$ cat config.mk
export PLATFORM = sky130hd
export DESIGN_NAME = unary_add_nch
export DESIGN_NICKNAME = d
export VERILOG_FILES = /design/src/rtl/unary_add_nch.sv
export SDC_FILE = /design/constraint.sdc
export NUM_CORES = 1
export LEC_CHECK = 0
export ABC_AREA = 1
export BUFFER_PORTS_ARGS = -buffer_cell sky130_fd_sc_hd__buf_2
export CAP_MARGIN = 40
export CORE_MARGIN = 5
export CORE_UTILIZATION = 55
export CTS_BUF_LIST = sky130_fd_sc_hd__clkbuf_4
export CTS_CLUSTER_SIZE = 40
export DETAILED_ROUTE_END_ITERATION = 8
export MAX_ROUTING_LAYER = met4
export PLACE_DENSITY = 0.78
export SYNTH_ARGS = -nofsm -noshare
export SYNTH_HDL_FRONTEND = slang
export SYNTH_SLANG_ARGS = --single-unit
export TNS_END_PERCENT = 1
$ cat constraint.sdc
create_clock -name clk -period 2.1 [get_ports clk]
set_input_delay 0.525 -clock clk [delete_from_list [all_inputs] [get_ports clk]]
set_output_delay 0.525 -clock clk [all_outputs]
set_load 0.005 [all_outputs]
$ cat src/rtl/unary_add_nch.sv
// rtl/unary_add_nch.sv - multi-channel unary accumulator with unary burst playback
// Define UNARY_ADD_SAT_EN for a saturating counter with sticky C; default wraps with a C pulse.
module unary_add_nch #(
  parameter int NCH    = 2,
  parameter int CW     = 5,
  parameter int MAXCNT = 30
) (
  input  logic           clk,
  input  logic           rst_n,
  input  logic           en,
  input  logic           read_or_write,
  input  logic [NCH-1:0] din,
  output logic           dout,
  output logic           C,
  output logic           done,
  output logic           busy
);

  localparam int SW = CW + $clog2(NCH + 1);

  typedef enum logic [1:0] {ACCUM, EMIT, DONE} state_t;

  state_t        state, state_n;
  logic [CW-1:0] count, count_n;
  logic [CW-1:0] remaining, remaining_n;
  logic          dout_n, c_n, done_n;
  logic [SW-1:0] pop, sum, acc_val;
  logic          acc_c, c_hold;

  // Sum is formed wide enough that one cycle's popcount can never overflow it.
  always_comb begin
    pop = '0;
    for (int i = 0; i < NCH; i++) begin
      pop = pop + SW'(din[i]);
    end
    sum = SW'(count) + pop;
  end

`ifdef UNARY_ADD_SAT_EN
  always_comb begin
    c_hold = C;
    if (sum > SW'(MAXCNT)) begin
      acc_val = SW'(MAXCNT);
      acc_c   = 1'b1;
    end else begin
      acc_val = sum;
      acc_c   = C;
    end
  end
`else
  // C is a pulse here, so it falls back to 0 whenever nothing wraps.
  always_comb begin
    c_hold  = 1'b0;
    acc_val = sum % SW'(MAXCNT + 1);
    acc_c   = (sum > SW'(MAXCNT));
  end
`endif

  always_comb begin
    state_n     = state;
    count_n     = count;
    remaining_n = remaining;
    dout_n      = 1'b0;
    c_n         = c_hold;
    done_n      = 1'b0;
    case (state)
      ACCUM: begin
        if (read_or_write) begin
          remaining_n = count;
          state_n     = EMIT;
        end else if (en) begin
          count_n = CW'(acc_val);
          c_n     = acc_c;
        end
      end
      EMIT: begin
        // Dropping read_or_write aborts the burst even while paused.
        if (!read_or_write) begin
          state_n     = ACCUM;
          count_n     = '0;
          remaining_n = '0;
          c_n         = 1'b0;
        end else if (en) begin
          if (remaining != '0) begin
            dout_n      = 1'b1;
            remaining_n = remaining - CW'(1);
          end else begin
            done_n  = 1'b1;
            state_n = DONE;
          end
        end
      end
      DONE: begin
        if (!read_or_write) begin
          count_n = '0;
          c_n     = 1'b0;
          state_n = ACCUM;
        end
      end
      default: state_n = ACCUM;
    endcase
  end

  always_ff @(posedge clk or negedge rst_n) begin
    if (!rst_n) begin
      state     <= ACCUM;
      count     <= '0;
      remaining <= '0;
      dout      <= 1'b0;
      C         <= 1'b0;
      done      <= 1'b0;
    end else begin
      state     <= state_n;
      count     <= count_n;
      remaining <= remaining_n;
      dout      <= dout_n;
      C         <= c_n;
      done      <= done_n;
    end
  end

  assign busy = (state == EMIT);

endmodule

; ---- Word level (Yosys, flattened, before mapping)
; Index checks and enable logic that the tools add are counted.
[op_classes]
eq_ne = 10
shifts = 0
n_mul = 0
bitwise_logic = 0
n_reduce_logical = 8
order_cmp = 1
div_mod_pow = 1
n_addsub = 3
muxes = 26
[ops]
columns = op, n
row1 = $mux W5, 7
row2 = $pmux W5 S2, 2
row3 = $reduce_and A4 Y1, 3
row4 = $mux W1, 11
row5 = $mux W2, 5
row6 = $ne A2 B2 Y1 const B, 5
row7 = $mod A7 B5 Y7 const B, 1
row8 = $add A5 B2 Y6, 1
row9 = $gt A6 B5 Y1 const B, 1
row10 = $ne A3 B3 Y1 const B, 2
row11 = $pmux W2 S3, 1
row12 = $reduce_bool A5 Y1, 1
row13 = $sub A5 B1 Y5 const B, 1
row14 = $reduce_bool A2 Y1, 2
row15 = $ne A3 B2 Y1 const B, 1
row16 = $add A1 B1 Y2, 1
row17 = $eq A2 B1 Y1 const B, 1
row18 = $eq A2 B2 Y1 const B, 1
row19 = $logic_not A2 Y1, 1
row20 = $reduce_or A2 Y1, 1
[totals]
output_inout_bits = 4
ram_bits = 0
romBits = 0
mem_count = 0
input_bits = 6
latch_bits = 0
ff_bits = 15

; ---- Longest topological paths before layout
; Gate-level depths: netlist of run 1.
[logic_depth]
depth_word = 6
depth_mapped = 13
ltp_nobuf = 13

; ---- Least setup slack after synthesis of run 1
; Ideal clock, no wire load.
[synth_timing]
path_type = input -> register
from = input din[0]
to = register count[0]
slack_ps = 3
stages = 12
t_arrival_ps = 1980
setup_time_ps = 117
cell_sequence = inv_1 > fa_1 > inv_1 > ha_1 > clkbuf_1 > ha_1 > inv_1 > nor2_4 > nand2_4 > nand4_1 > nand3_1 > nand2_1
[synth_via]
elab_chain_len = 6
[synth_lines]
columns = element, line_no
row1 = from (decl), 12  ; input logic [NCH-1:0] din,
row2 = $add A1 B1 Y2, 34  ; pop = pop + SW'(din[i]);
row3 = $add A5 B2 Y6, 36  ; sum = SW'(count) + pop;
row4 = $mod A7 B5 Y7, 54  ; acc_val = sum % SW'(MAXCNT + 1);
row5 = $mux W5, 71  ; end else if (en) begin
row6 = $mux W5, 68  ; if (read_or_write) begin
row7 = $pmux W5 S2, 66  ; case (state)
row8 = to (signal assigned), 114  ; count <= count_n;
row9 = to (decl), 24  ; logic [CW-1:0] count, count_n;
; Every way passes these cells. The select of a mux whose other input is x is not followed.
; A chain may end at the register's enable or synchronous reset.

; ---- Final worst setup path of run 1
[layout_timing]
from = register count[0]
to = register count[0]
[layout_via]
elab_chain_len = 5
[layout_lines]
columns = element, line_no
row1 = $add A5 B2 Y6, 36
row2 = $mod A7 B5 Y7, 54
row3 = $mux W5, 71
row4 = $mux W5, 68
row5 = $pmux W5 S2, 66
; Every way passes these cells. The select of a mux whose other input is x is not followed.

==> metrics.txt, run 1 <==
Final Max Tran Viols=0; # Post-CTS Setup Buffers=0; Final Util=0.645; core area=1900 um2; wire per inst=12.0 um; Rows=16; WS Path Type=reg -> reg; Leakage=0.655 nW; # nets final=170; Worst Setup Start Kind=flip-flop; Critical Path AT=2130 ps; Flop pwr share=0.328; Vias/cell=5.23; total wire length=2.18 mm; Syn-to-layout area delta=14.4%; Mapped Area=1070 um2; Internal Power=0.742 mW; reg2reg path depth=13; vias in the first global route=921; Routed Antenna Nets=0; Post-CTS Resized=0; Clock Latency Late Sink=280 ps; die width=54.2 um; CTS tree=yes; Post-CTS Hold Fix Bufs=0; Clock Skews=2.73 ps; peak supply drop=0.814 mV; post-synthesis cell count=138; DP Area=1180 um2; Starting Density=0.564; RSZ-0062 raised after global routing=no; Synthesized Nets=152; Netlist cell types=26; Tmin final=1950 ps; Least-Margin Pin Slew=358 ps; Max Fclk=514 MHz; Tcrit/Tclk final=0.927; dpl hpwl=1.72 mm; worst rel slew slack=0.761; total global routing overflow=0; CTS Buf Count=3; CP max FO=4; # diodes=0; initial antenna violation count=0; synthesized area per cell=7.77 um2; NetSw=0.640 mW; #FFs+latches synth=15; chip height=54.2 um; CTS Sinks=15; Post-Layout Inst Area=1230 um2; Port Buffers=9; sequential share of the synthesized area=0.350; Post-Synth Adder-Cell Area=0.100; layout cells sized above 1=0.252; status=completed; I/O pin count=10; Switching Share=0.463; # DRC=0; CTS max path bufs=2; via count=951; CP Capture Type=flip-flop; Logic pwr share=0.550; Clock Tree Root=clkbuf_4; max-cap viol count=0; Initial DRC Count=23; Post-Synth Simple-Gate Area=0.333; mux cell area share after synthesis=0; GRT Util Overall=0.192; largest net degree at the start of global routing=16; final hold vios=0; RD Place Congestion=0.845; die area=2930 um2; most common cell after layout, fill and taps aside=nand2_1; most frequent cells in the layout=28 x nand2_1, 22 x inv_1, 15 x dfrtp_1, 10 x nor2_1, 9 x buf_2; pwr dens=1130 nW/um2; Synth Area in Compound Gates=0.119; Synth Area in XOR/XNOR=0; TNS Setup=0 ps; H-tree depth=1; clock network fraction of total power=0.122; clk slew on worst S/H paths=90 ps; Crit path required time=2280 ps; main combinational cell family by area after synthesis=simple AND/OR/NAND/NOR gates; wire length of the first global-routing pass=4.02 mm; final setup fails=0; Synth Warn #=0; drt pass-1 iters=4; worst hold path class=in -> async
==> layer usage <==
metal	wire length (um)	vias to the layer above	GRT usage
met5	0	-	-
met1	1010	447	0.251
met2	1090	23	0.303
li1	-	481	-
met3	83	0	0.0416
met4	0	0	0.0456
==> worst max-delay path, stage by stage (launching register included) <==
cell,delay [ps]
dfrtp_1,360
inv_1,80
fa_1,400
inv_1,130
ha_4,160
nand3_2,80
nand2_2,90
nand2_2,90
nor2_4,130
nand2_4,80
nand3_4,70
nand2_1,50
nand3_1,70
nand2_1,50
==> through the flow <==
step / total power, mW / hold WS [ps] / cells / worst slack, ps
2_1_floorplan: 0.992 / 229 / 138 / 2.61
3_3_place_gp: 1.16 / 439 / 178 / -118
3_5_place_dp: 1.19 / 445 / 178 / -177
4_1_cts: 1.36 / 132 / 182 / 66.7
5_1_grt: 1.53 / 131 / 182 / 15.2
6_report: 1.38 / 120 / 182 / 154
==> power by group through the flow <==
stage                     sequential, mW  clock, mW  combinational (mW)
after floorplan                    0.430          0               0.563
after global placement             0.449          0               0.713
after detailed placement           0.453          0               0.740
after CTS                          0.448      0.168               0.749
after global routing               0.466      0.187               0.876
final                              0.454      0.168               0.761
==> path summary, 6_finish.rpt <==
| path | end | slack [ps] | start |
|---|---|---|---|
| max reg2reg | count[0] | 150 | count[0] |
| min reg2reg | count[0] | 510 | count[0] |
| max in group asynchronous | count[0] | 1740 | rst_n |
| min in group clk | dout | 490 | en |
| min | remaining[1] | 120 | rst_n |
| max | count[0] | 150 | count[0] |
==> sequential cells by signal (all words and copies together) (netlist names) <==
signal,flops
C,1
count,5
state,2
remaining,5
done,1
dout,1
==> kinds of logic (layout without fill, tap and decap cells) <==
| logic type | Yosys count | in the layout |
|---|---|---|
| compound gates | 22 | 22 |
| fa+ha+maj | 8 | 8 |
| buf+inv | 26 | 43 |
| flops | 15 | 15 |
| simple gates | 67 | 67 |
==> cell usage after synthesis (all sizes together) <==
| master | number | area share |
|---|---|---|
| a21oi | 5 | 0.023 |
| a2bb2oi | 1 | 0.0082 |
| a31oi | 1 | 0.0058 |
| buf | 1 | 0.011 |
| clkbuf | 1 | 0.0035 |
| dfrtp | 15 | 0.35 |
| fa | 1 | 0.019 |
| ha | 7 | 0.082 |
| inv | 24 | 0.084 |
| nand2 | 36 | 0.15 |
| nand3 | 11 | 0.072 |
| nand4 | 5 | 0.029 |
| nor2 | 14 | 0.072 |
| nor3 | 1 | 0.0047 |
| o21ai | 10 | 0.047 |
| o21bai | 2 | 0.018 |
| o22ai | 3 | 0.018 |
==> cell type report <==
cell class | instances | area [um2]
Fill cell | 165 | 676
Multi-Input combinational cell | 97 | 609
Sequential cell | 15 | 375
Timing Repair Buffer | 15 | 90.1
Inverter | 24 | 90.1
Tap cell | 27 | 33.8
Clock buffer | 3 | 22.5
Clock inverter | 1 | 5.00
Note: power is estimated with default switching activity, not from simulation.
==> run 2: changes to the inputs <==
Settings changed: CORE_ASPECT_RATIO from default to 0.9, CORE_MARGIN 5 to default.
==> run 2 against run 1 <==
Net effect:
- largest cell class unchanged
- die area is 27% lower
- global-route usage rose by 7.3 points
- combinational power is 2% lower
- non-clock buffer count fell by 3
- register-to-register slack lost 50 ps
- clock skew grew 4.5 ps
- final area decreased by 2.1%
- largest power group unchanged
- via count rose by 2.6%
- first-iteration DRC count grew 57%
==> metrics.txt, run 2 (synthesized netlist as in run 1, its figures left out) <==
GRT Util Overall=0.265 (+0.0728); Tmin final=2000 ps (+52.1 ps); Worst Setup Start Kind=flip-flop; final hold slack=124 ps (+3.73 ps); max-cap viol count=0 (unchanged); Max Fclk=500 MHz (-2.6%); total wire length=2.40 mm (+10%); worst hold path class=in -> async; Clock Tree Root=clkbuf_4; vias in the first global route=914 (-0.76%); Vias/cell=5.55 (+6.1%); Least-Margin Pin Slew=402 ps (+43.6 ps); largest registers=count (5), remaining (5), state (2); wire length of the first global-routing pass=4.15 mm (+3.3%); die width=48.5 um (-10%); Initial DRC Count=36 (+57%); I/O pin count=10 (unchanged); chip height=43.9 um (-19%); dpl hpwl=1.83 mm (+6.5%); clk slew on worst S/H paths=90 ps (about the same); max incr delay on CP=400 ps (about the same); # diodes=0 (unchanged); cell chain of the critical path=inv_1, fa_1, inv_1, ha_4, nand3_2, nand2_2, nand2_2, nor2_4, nand2_4, nand3_4, nand2_1, nand3_1, nand2_1; final setup fails=0 (unchanged); CTS Sinks=15 (unchanged); worst rel slew slack=0.731 (-0.0298); Final Max Tran Viols=0 (unchanged); RD Place Congestion=0.873 (+3.3%); Port Buffers=9 (unchanged); CTS tree=yes; Routed Antenna Nets=0 (unchanged); # DRC=0 (unchanged); Leakage=0.641 nW (-2.1%); # nets final=167 (-1.8%); CTS Buf Count=3 (unchanged); most common cell after layout, fill and taps aside=nand2_1; largest net degree at the start of global routing=16 (unchanged); CP max FO=4 (unchanged); peak supply drop=0.912 mV (+12%); via count=976 (+2.6%); Crit path required time=2280 ps (about the same); CP Capture Type=flip-flop; pwr dens=1140 nW/um2 (+1.3%); final hold vios=0 (unchanged); drt pass-1 iters=4 (unchanged); Clock Skews=7.21 ps (+4.48 ps); CTS max path bufs=2 (unchanged); wire per inst=13.6 um (+14%); layout cells sized above 1=0.237 (-0.0148); most frequent cells in the layout=28 x nand2_1, 22 x inv_1, 15 x dfrtp_1, 10 x nor2_1, 9 x buf_2; WS Path Type=reg -> reg; core area=1750 um2 (-7.9%); status=completed; total global routing overflow=0 (unchanged); CP max-delay cell=fa_1; Rows=14 (-2); Syn-to-layout area delta=11.9%; FILL cells=157 (-4.8%); Clock Latency Late Sink=290 ps (about the same); Overall Power=1.37 mW (-0.90%); Post-CTS Hold Fix Bufs=0 (unchanged); Tcrit/Tclk final=0.952 (+0.0248); die area=2130 um2 (-27%); initial antenna violation count=0 (unchanged); H-tree depth=1 (unchanged); Critical Path AT=2180 ps (+50 ps); Starting Density=0.612 (+0.0483)
-- run 2: final timing paths --
| check | start | end | slack, ps | depth (start not counted) |
|---|---|---|---|---|
| worst max-delay path | count[0] | count[2] | 100 | 13 |
| worst min-delay path | rst_n | count[3] | 120 | 1 |
| worst max register to register | count[0] | count[2] | 100 | 13 |
| worst min register to register | count[0] | count[0] | 490 | 2 |
| max in group asynchronous | rst_n | count[2] | 1720 | 1 |
| min in group clk | en | dout | 490 | 3 |
-- run 2: worst max-delay path, delay by kind of cell (launching register included) --
family	cells	cell delay (ps)
flip-flops	1	350
buffers and inverters	2	220
AND/OR/NAND/NOR	9	760
adder cells (fa/ha/maj)	2	570
-- run 2: area by class of cell --
cell class	count	area (um2)	area share
clock buffers	3	22.5	0.0188
clock inverters	1	5.00	0.00417
inverters	24	90.1	0.0751
multi-input cells	97	609	0.508
flip-flops and latches	15	375	0.313
well taps	24	30.0	0.0250
repair buffers	12	67.6	0.0563
-- run 2: report_power, final --
| part | internal (mW) | switching, mW | leakage [nW] | total [mW] |
|---|---|---|---|---|
| Clock | 0.0709 | 0.0949 | 0.0177 | 0.166 |
| Combinational | 0.267 | 0.481 | 0.423 | 0.748 |
| Sequential | 0.374 | 0.0826 | 0.200 | 0.457 |
| Total | 0.712 | 0.658 | 0.641 | 1.37 |
-- run 2: per-layer routing --
layer | wire length [um] | up-vias | global-route usage
met3 | 168 | 6 | 0.0526
met4 | 36 | 0 | 0.0529
met2 | 1170 | 42 | 0.428
li1 | - | 479 | -
met1 | 1020 | 449 | 0.351
met5 | 0 | - | -
-- run 2: timing repair --
action,CTS,global route
hold endpoints to repair,0,0
resized for setup,0,3
endpoints found under the setup margin,0,4
buffers inserted,0,0
-- run 2: per-stage QoR --
stage               setup TNS (ps)  worst slack, ps  cells  utilization  area [um2]
floorplan                        0             2.61    138            -        1070
global placement              -468             -116    172        0.659        1150
detailed placement           -1100             -234    172        0.659        1150
CTS                              0             43.7    176        0.675        1180
global route                 -1.98            -1.98    176        0.685        1200
finish                           0              102    176        0.685        1200
